[config.mk]
export PLATFORM = sky130hd
export DESIGN_NAME = mem_arbiter
export DESIGN_NICKNAME = d
export VERILOG_FILES = /design/src/rtl/mem_arbiter_pkg.sv /design/src/rtl/rr_arbiter2.sv /design/src/rtl/mem_arbiter.sv
export SDC_FILE = /design/constraint.sdc
export NUM_CORES = 1
export LEC_CHECK = 0
export ABC_AREA = 1
export BUFFER_PORTS_ARGS = -buffer_cell sky130_fd_sc_hd__buf_2
export CAP_MARGIN = 15
export CORE_MARGIN = 1
export CORE_UTILIZATION = 30
export CTS_BUF_LIST = sky130_fd_sc_hd__clkbuf_16
export DETAILED_ROUTE_END_ITERATION = 7
export PLACE_DENSITY = 0.67
export SYNTH_ARGS = -nofsm -noshare
export SYNTH_HDL_FRONTEND = slang
export SYNTH_SLANG_ARGS = --single-unit
[constraint.sdc]
create_clock -name i_clock -period 1.64 [get_ports i_clock]
set_input_delay 0.246 -clock i_clock [delete_from_list [all_inputs] [get_ports i_clock]]
set_output_delay 0.246 -clock i_clock [all_outputs]
set_load 0.02 [all_outputs]
[src/rtl/mem_arbiter_pkg.sv]
// rtl/mem_arbiter_pkg.sv - shared types and constants for the memory port arbiter
package mem_arbiter_pkg;

    typedef enum logic [1:0] {
        IDLE = 2'd0,
        REQ  = 2'd1,
        RESP = 2'd2
    } state_t;

    localparam logic IFU = 1'b0;
    localparam logic LSU = 1'b1;

    localparam int DEFAULT_TIMEOUT = 255;

endpackage

[src/rtl/rr_arbiter2.sv]
// rtl/rr_arbiter2.sv - two-input round-robin grant with last-grant memory
module rr_arbiter2
    import mem_arbiter_pkg::*;
(
    input  logic       clk,
    input  logic       reset,
    input  logic [1:0] req,
    input  logic       update,
    output logic       grant_valid,
    output logic       grant
);

    logic last_grant;

    // On a tie the master that did not win last time gets the grant
    always_comb begin
        grant_valid = |req;
        if (req == 2'b11) begin
            grant = ~last_grant;
        end else begin
            grant = req[1] ? LSU : IFU;
        end
    end

    // Remember the winner; reset leaves LSU as last winner so IFU wins the first tie
    always_ff @(posedge clk) begin
        if (reset) begin
            last_grant <= LSU;
        end else if (update && grant_valid) begin
            last_grant <= grant;
        end
    end

endmodule

[src/rtl/mem_arbiter.sv]
// rtl/mem_arbiter.sv - shares one memory port between the fetch and load/store masters
module mem_arbiter
    import mem_arbiter_pkg::*;
#(
    parameter int ADDR_W  = 32,
    parameter int DATA_W  = 32,
    parameter int TIMEOUT = DEFAULT_TIMEOUT
) (
    input  logic                i_clock,
    input  logic                i_reset,
    input  logic                i_ifu_req_valid,
    output logic                o_ifu_req_ready,
    input  logic [ADDR_W-1:0]   i_ifu_addr,
    output logic                o_ifu_resp_valid,
    output logic [DATA_W-1:0]   o_ifu_rdata,
    output logic                o_ifu_err,
    input  logic                i_lsu_req_valid,
    output logic                o_lsu_req_ready,
    input  logic [ADDR_W-1:0]   i_lsu_addr,
    input  logic                i_lsu_wen,
    input  logic [DATA_W-1:0]   i_lsu_wdata,
    input  logic [DATA_W/8-1:0] i_lsu_wmask,
    output logic                o_lsu_resp_valid,
    output logic [DATA_W-1:0]   o_lsu_rdata,
    output logic                o_lsu_err,
    output logic                o_mem_req_valid,
    input  logic                i_mem_req_ready,
    output logic [ADDR_W-1:0]   o_mem_addr,
    output logic                o_mem_wen,
    output logic [DATA_W-1:0]   o_mem_wdata,
    output logic [DATA_W/8-1:0] o_mem_wmask,
    input  logic                i_mem_resp_valid,
    input  logic [DATA_W-1:0]   i_mem_rdata,
    input  logic                i_mem_err
);

    localparam int          STRB_W     = DATA_W / 8;
    localparam logic [15:0] TIMEOUT_M1 = 16'(TIMEOUT - 1);

    state_t              state;
    state_t              state_next;
    logic                owner;
    logic [15:0]         tcount;
    logic [ADDR_W-1:0]   req_addr;
    logic                req_wen;
    logic [DATA_W-1:0]   req_wdata;
    logic [STRB_W-1:0]   req_wmask;

    logic                in_idle;
    logic                grant_valid;
    logic                grant;
    logic                timeout_hit;
    logic                resp_fire;
    logic [DATA_W-1:0]   resp_rdata;
    logic                resp_err;

    assign in_idle     = (state == IDLE);
    assign timeout_hit = (tcount == TIMEOUT_M1);
    assign resp_fire   = (state == RESP) && (i_mem_resp_valid || timeout_hit);

    rr_arbiter2 u_rr (
        .clk         (i_clock),
        .reset       (i_reset),
        .req         (in_idle ? {i_lsu_req_valid, i_ifu_req_valid} : 2'b00),
        .update      (in_idle),
        .grant_valid (grant_valid),
        .grant       (grant)
    );

    // State register
    always_ff @(posedge i_clock) begin
        if (i_reset) begin
            state <= IDLE;
        end else begin
            state <= state_next;
        end
    end

    // Next-state logic: grant -> wait for memory accept -> wait for response or timeout
    always_comb begin
        state_next = state;
        case (state)
            IDLE:    if (grant_valid)     state_next = REQ;
            REQ:     if (i_mem_req_ready) state_next = RESP;
            RESP:    if (resp_fire)       state_next = IDLE;
            default:                      state_next = IDLE;
        endcase
    end

    // Request latches, owner and response timeout counter
    always_ff @(posedge i_clock) begin
        if (i_reset) begin
            owner     <= IFU;
            tcount    <= '0;
            req_addr  <= '0;
            req_wen   <= 1'b0;
            req_wdata <= '0;
            req_wmask <= '0;
        end else begin
            if (in_idle && grant_valid) begin
                owner     <= grant;
                req_addr  <= (grant == LSU) ? i_lsu_addr : i_ifu_addr;
                req_wen   <= (grant == LSU) && i_lsu_wen;
                req_wdata <= (grant == LSU) ? i_lsu_wdata : '0;
                req_wmask <= (grant == LSU) ? i_lsu_wmask : '0;
            end
            if (state == REQ && i_mem_req_ready) begin
                tcount <= '0;
            end else if (state == RESP) begin
                tcount <= tcount + 16'd1;
            end
        end
    end

    // Response payload: real response wins over timeout; stores return zero data
    always_comb begin
        resp_rdata = '0;
        resp_err   = 1'b1;
        if (i_mem_resp_valid) begin
            resp_rdata = req_wen ? '0 : i_mem_rdata;
            resp_err   = i_mem_err;
        end
    end

    // Outputs; everything handshake-related is held quiet while reset is asserted
    always_comb begin
        o_ifu_req_ready  = !i_reset && in_idle && grant_valid && (grant == IFU);
        o_lsu_req_ready  = !i_reset && in_idle && grant_valid && (grant == LSU);
        o_mem_req_valid  = !i_reset && (state == REQ);
        o_mem_addr       = req_addr;
        o_mem_wen        = req_wen;
        o_mem_wdata      = req_wdata;
        o_mem_wmask      = req_wmask;
        o_ifu_resp_valid = 1'b0;
        o_ifu_rdata      = '0;
        o_ifu_err        = 1'b0;
        o_lsu_resp_valid = 1'b0;
        o_lsu_rdata      = '0;
        o_lsu_err        = 1'b0;
        if (!i_reset && resp_fire) begin
            if (owner == IFU) begin
                o_ifu_resp_valid = 1'b1;
                o_ifu_rdata      = resp_rdata;
                o_ifu_err        = resp_err;
            end else begin
                o_lsu_resp_valid = 1'b1;
                o_lsu_rdata      = resp_rdata;
                o_lsu_err        = resp_err;
            end
        end
    end

endmodule

==> out/qor.log <==
[final_layout] sequential standard cell area 1790 um2
[floorplanning] Die Height 124 um
[placed_design] Final Wtd Congestion 0.758
[power_and_ir_drop] P_leak 3.52 nW
[worst_hold_path] worst min path class in -> reg
[worst_setup_path] kind of start point of the critical path flip-flop
[detailed_routing] highest metal layer with signal wires met5
[detailed_routing] total met2 wirelength after detailed routing 7230 um
[worst_setup_path] Worst EP required 1390 ps
[detailed_routing] metal1 wirelength 5910 um
[cts] clock root buffer clkbuf_16
[floorplanning] row count 44
[run] max capacitance violation total 0
[status] outcome complete, but fails checks
[yosys] net count after synthesis 707
[cts] cts bufs inserted 9
[final_layout] layout overhead on the synthesized area 59.6%
[floorplanning] area of the die 15300 um2
[sta] setup repair after global routing missed its margin yes
[cts] Bufs on Longest Clock Path 2
[detailed_routing] count of nets left with antenna violations after detail routing 0
[floorplanning] effective utilization at floorplan 0.307
[worst_setup_path] number of cell instances on the worst register-to-register path 8
[final_layout] fraction of final layout cells with drive strength greater than 1 0.479
[detailed_routing] via density per instance 4.73
[floorplanning] die span in x 124 um
[final_layout] area of combinational cells with multiple inputs 2370 um2
[worst_setup_path] CP Data Arrival Time 1880 ps
[sta] highest clock frequency the design can meet 471 MHz
[final_layout] core occupancy in the finished layout 0.490
[power_and_ir_drop] power per unit of standard cell area 817 nW/um2
[final_layout] top library cells by usage in the layout, fill and taps aside buf_2 (209), nand2_1 (125), dfxtp_1 (85)
[grt] largest net degree at the start of global routing 65
[status] failing checks negative setup slack
[detailed_routing] met3 wire length 1130 um
[sta] final count of hold timing violations 0
[grt] total routing usage reported by global routing 0.174
[yosys] yosys warns 0
[final_layout] number of fillers in the final layout 1406
[detailed_routing] via count 4972
[cts] clock-pin slew reported for the worst setup and hold paths after clock tree synthesis 70 ps
[grt] GRT overflow 0
[cts] clk sinks 89
[worst_setup_path] largest fanout on the critical path 7
[yosys] number of flip-flops and latches in the synthesized netlist 89
[worst_setup_path] endpoint kind of the worst setup timing path primary output
[detailed_routing] Detailed Routing Iterations Pass 1 4
[floorplanning] I/O pin cnt 280
[sta] Layout Skew 6.38 ps
[yosys] synthesized area per cell 7.87 um2
[placed_design] Setup WS pre-CTS -88.6 ps
[cts] H-tree levels 3
[cts] TritonCTS clock tree yes
[detailed_routing] routed length per placed instance 13.8 um
[floorplanning] standard cell core area 14500 um2
[sta] tightest slew margin relative to the limit 0.715
[power_and_ir_drop] Power Total 5.80 mW
[final_layout] Total Nets Final 1003
[yosys] register area share after synthesis 0.401
[detailed_routing] Starting DRT DRC Count 136
[cts] CTS Hold Buffers Added 0
[grt] initial antenna violation count 2
[placed_design] Post-DP HPWL 10300 um
[sta] Least-Margin Pin Slew 428 ps
[yosys] number of instances in the synthesized netlist 565
[yosys] post-synthesis cell area 4450 um2
[worst_setup_path] classification of the worst setup path reg -> out
[detailed_routing] Residual DRC 0
[sta] Final Critical Period 2120 ps
[sta] fin. max-slew vios 0
[detailed_routing] Final Routed Wirelength 14500 um
[grt] first-pass GRT wire length 20800 um
[placed_design] # port buffers 279
[yosys] post-synthesis cell type count 29
[sta] share of the cycle needed by the critical path after routing 1.29
[sta] total negative setup slack -26320 ps
[sta] number of setup violations in the final report 69
[cts] Clock Latency Late Sink 340 ps
[grt] via count of the first global-routing pass 4443
[final_layout] most frequent standard cell in the layout excluding fill and tap cells buf_2
[worst_hold_path] number of instances on the worst hold path 2
[power_and_ir_drop] worst IR drop on VDD 0.000404 V
[sta] setup slack of the critical path after layout -482 ps
path summary, 6_finish.rpt:
| path | to | slack (ps) | startpoint |
|---|---|---|---|
| min | o_mem_wdata[13]$_SDFFE_PP0P_ | 110 | i_lsu_wdata[13] |
| max reg2reg | o_mem_addr[13]$_SDFFE_PP0P_ | 150 | state[1]$_SDFFE_PP0P_ |
| max | o_ifu_err | -480 | tcount[0]$_SDFFE_PP0N_ |
| min reg2reg | u_rr.last_grant$_SDFFE_PP1P_ | 490 | u_rr.last_grant$_SDFFE_PP1P_ |
logic make-up after synthesis:
kind of cell / synth area share
compound gates: 0.165
simple gates: 0.314
flops: 0.401
buf+inv: 0.115
fa+ha+maj: 0.00563
per-layer routing:
| metal | vias to the layer above | GRT usage |
|---|---|---|
| li1 | 2506 | - |
| met1 | 2246 | 0.195 |
| met2 | 203 | 0.313 |
| met3 | 15 | 0.0485 |
| met4 | 2 | 0.0633 |
| met5 | - | 0 |
synthesized netlist by cell type (all sizes together):
| cell type | instances | area, um2 |
|---|---|---|
| a21oi | 16 | 80.1 |
| buf | 27 | 221 |
| clkbuf | 16 | 60.1 |
| nor3 | 38 | 347 |
| nand3 | 47 | 270 |
| o22ai | 1 | 6.26 |
| nand4 | 2 | 12.5 |
| a32o | 37 | 370 |
| or2 | 4 | 25.0 |
| nand2 | 130 | 505 |
| dfxtp | 89 | 1780 |
| o21a | 1 | 7.51 |
| o21ai | 6 | 30.0 |
| ha | 2 | 25.0 |
| nor2 | 56 | 235 |
| o211ai | 32 | 240 |
| inv | 61 | 229 |
cell type report:
class / instances / share of cell area
multi-input cells: 372 / 0.334
repair buffers: 328 / 0.309
flip-flops and latches: 89 / 0.252
inverters: 61 / 0.0326
well taps: 184 / 0.0324
clock buffers: 9 / 0.0317
clock inverters: 7 / 0.00758
diodes: 1 / 0.000353
stage by stage:
| step | hold WS, ps | cells | area (um2) |
|---|---|---|---|
| 2_1_floorplan | 360 | 565 | 4450 |
| 3_3_place_gp | 437 | 1026 | 6210 |
| 3_5_place_dp | 457 | 1026 | 6210 |
| 4_1_cts | 102 | 1049 | 6850 |
| 5_1_grt | 105 | 1050 | 7090 |
| 6_report | 113 | 1051 | 7100 |
registers in the layout (all words and copies together), names as in the netlist:
| signal | cells |
|---|---|
| owner | 1 |
| o_mem_wen | 1 |
| o_mem_addr | 32 |
| o_mem_wdata | 32 |
| o_mem_wmask | 4 |
| u_rr.last_grant | 1 |
| state | 2 |
| tcount | 16 |
report_power, final:
| part | switching (mW) | leakage (nW) | internal (mW) |
|---|---|---|---|
| logic | 0.882 | 2.65 | 0.531 |
| clock network | 0.903 | 0.136 | 1.04 |
| registers | 0.101 | 0.731 | 2.34 |
| total | 1.89 | 3.52 | 3.91 |
critical path, stage by stage, from the launching register on:
cell	delay (ps)
dfxtp_2	330
inv_2	70
ha_4	130
nand3_2	60
nor2_1	80
nand2_1	80
nand2_2	100
nand2_4	80
buf_12	160
buf_4	130
nor3_2	140
buf_4	170
timing repair:
action | CTS | global route
cloned | 1 | 0
buffers inserted | 6 | 2
hold endpoints to repair | 0 | 0
gates resized for setup | 95 | 58
pin swaps | 5 | 5
endpoints found under the setup margin | 70 | 77
Note: power is estimated with default switching activity, not from simulation.
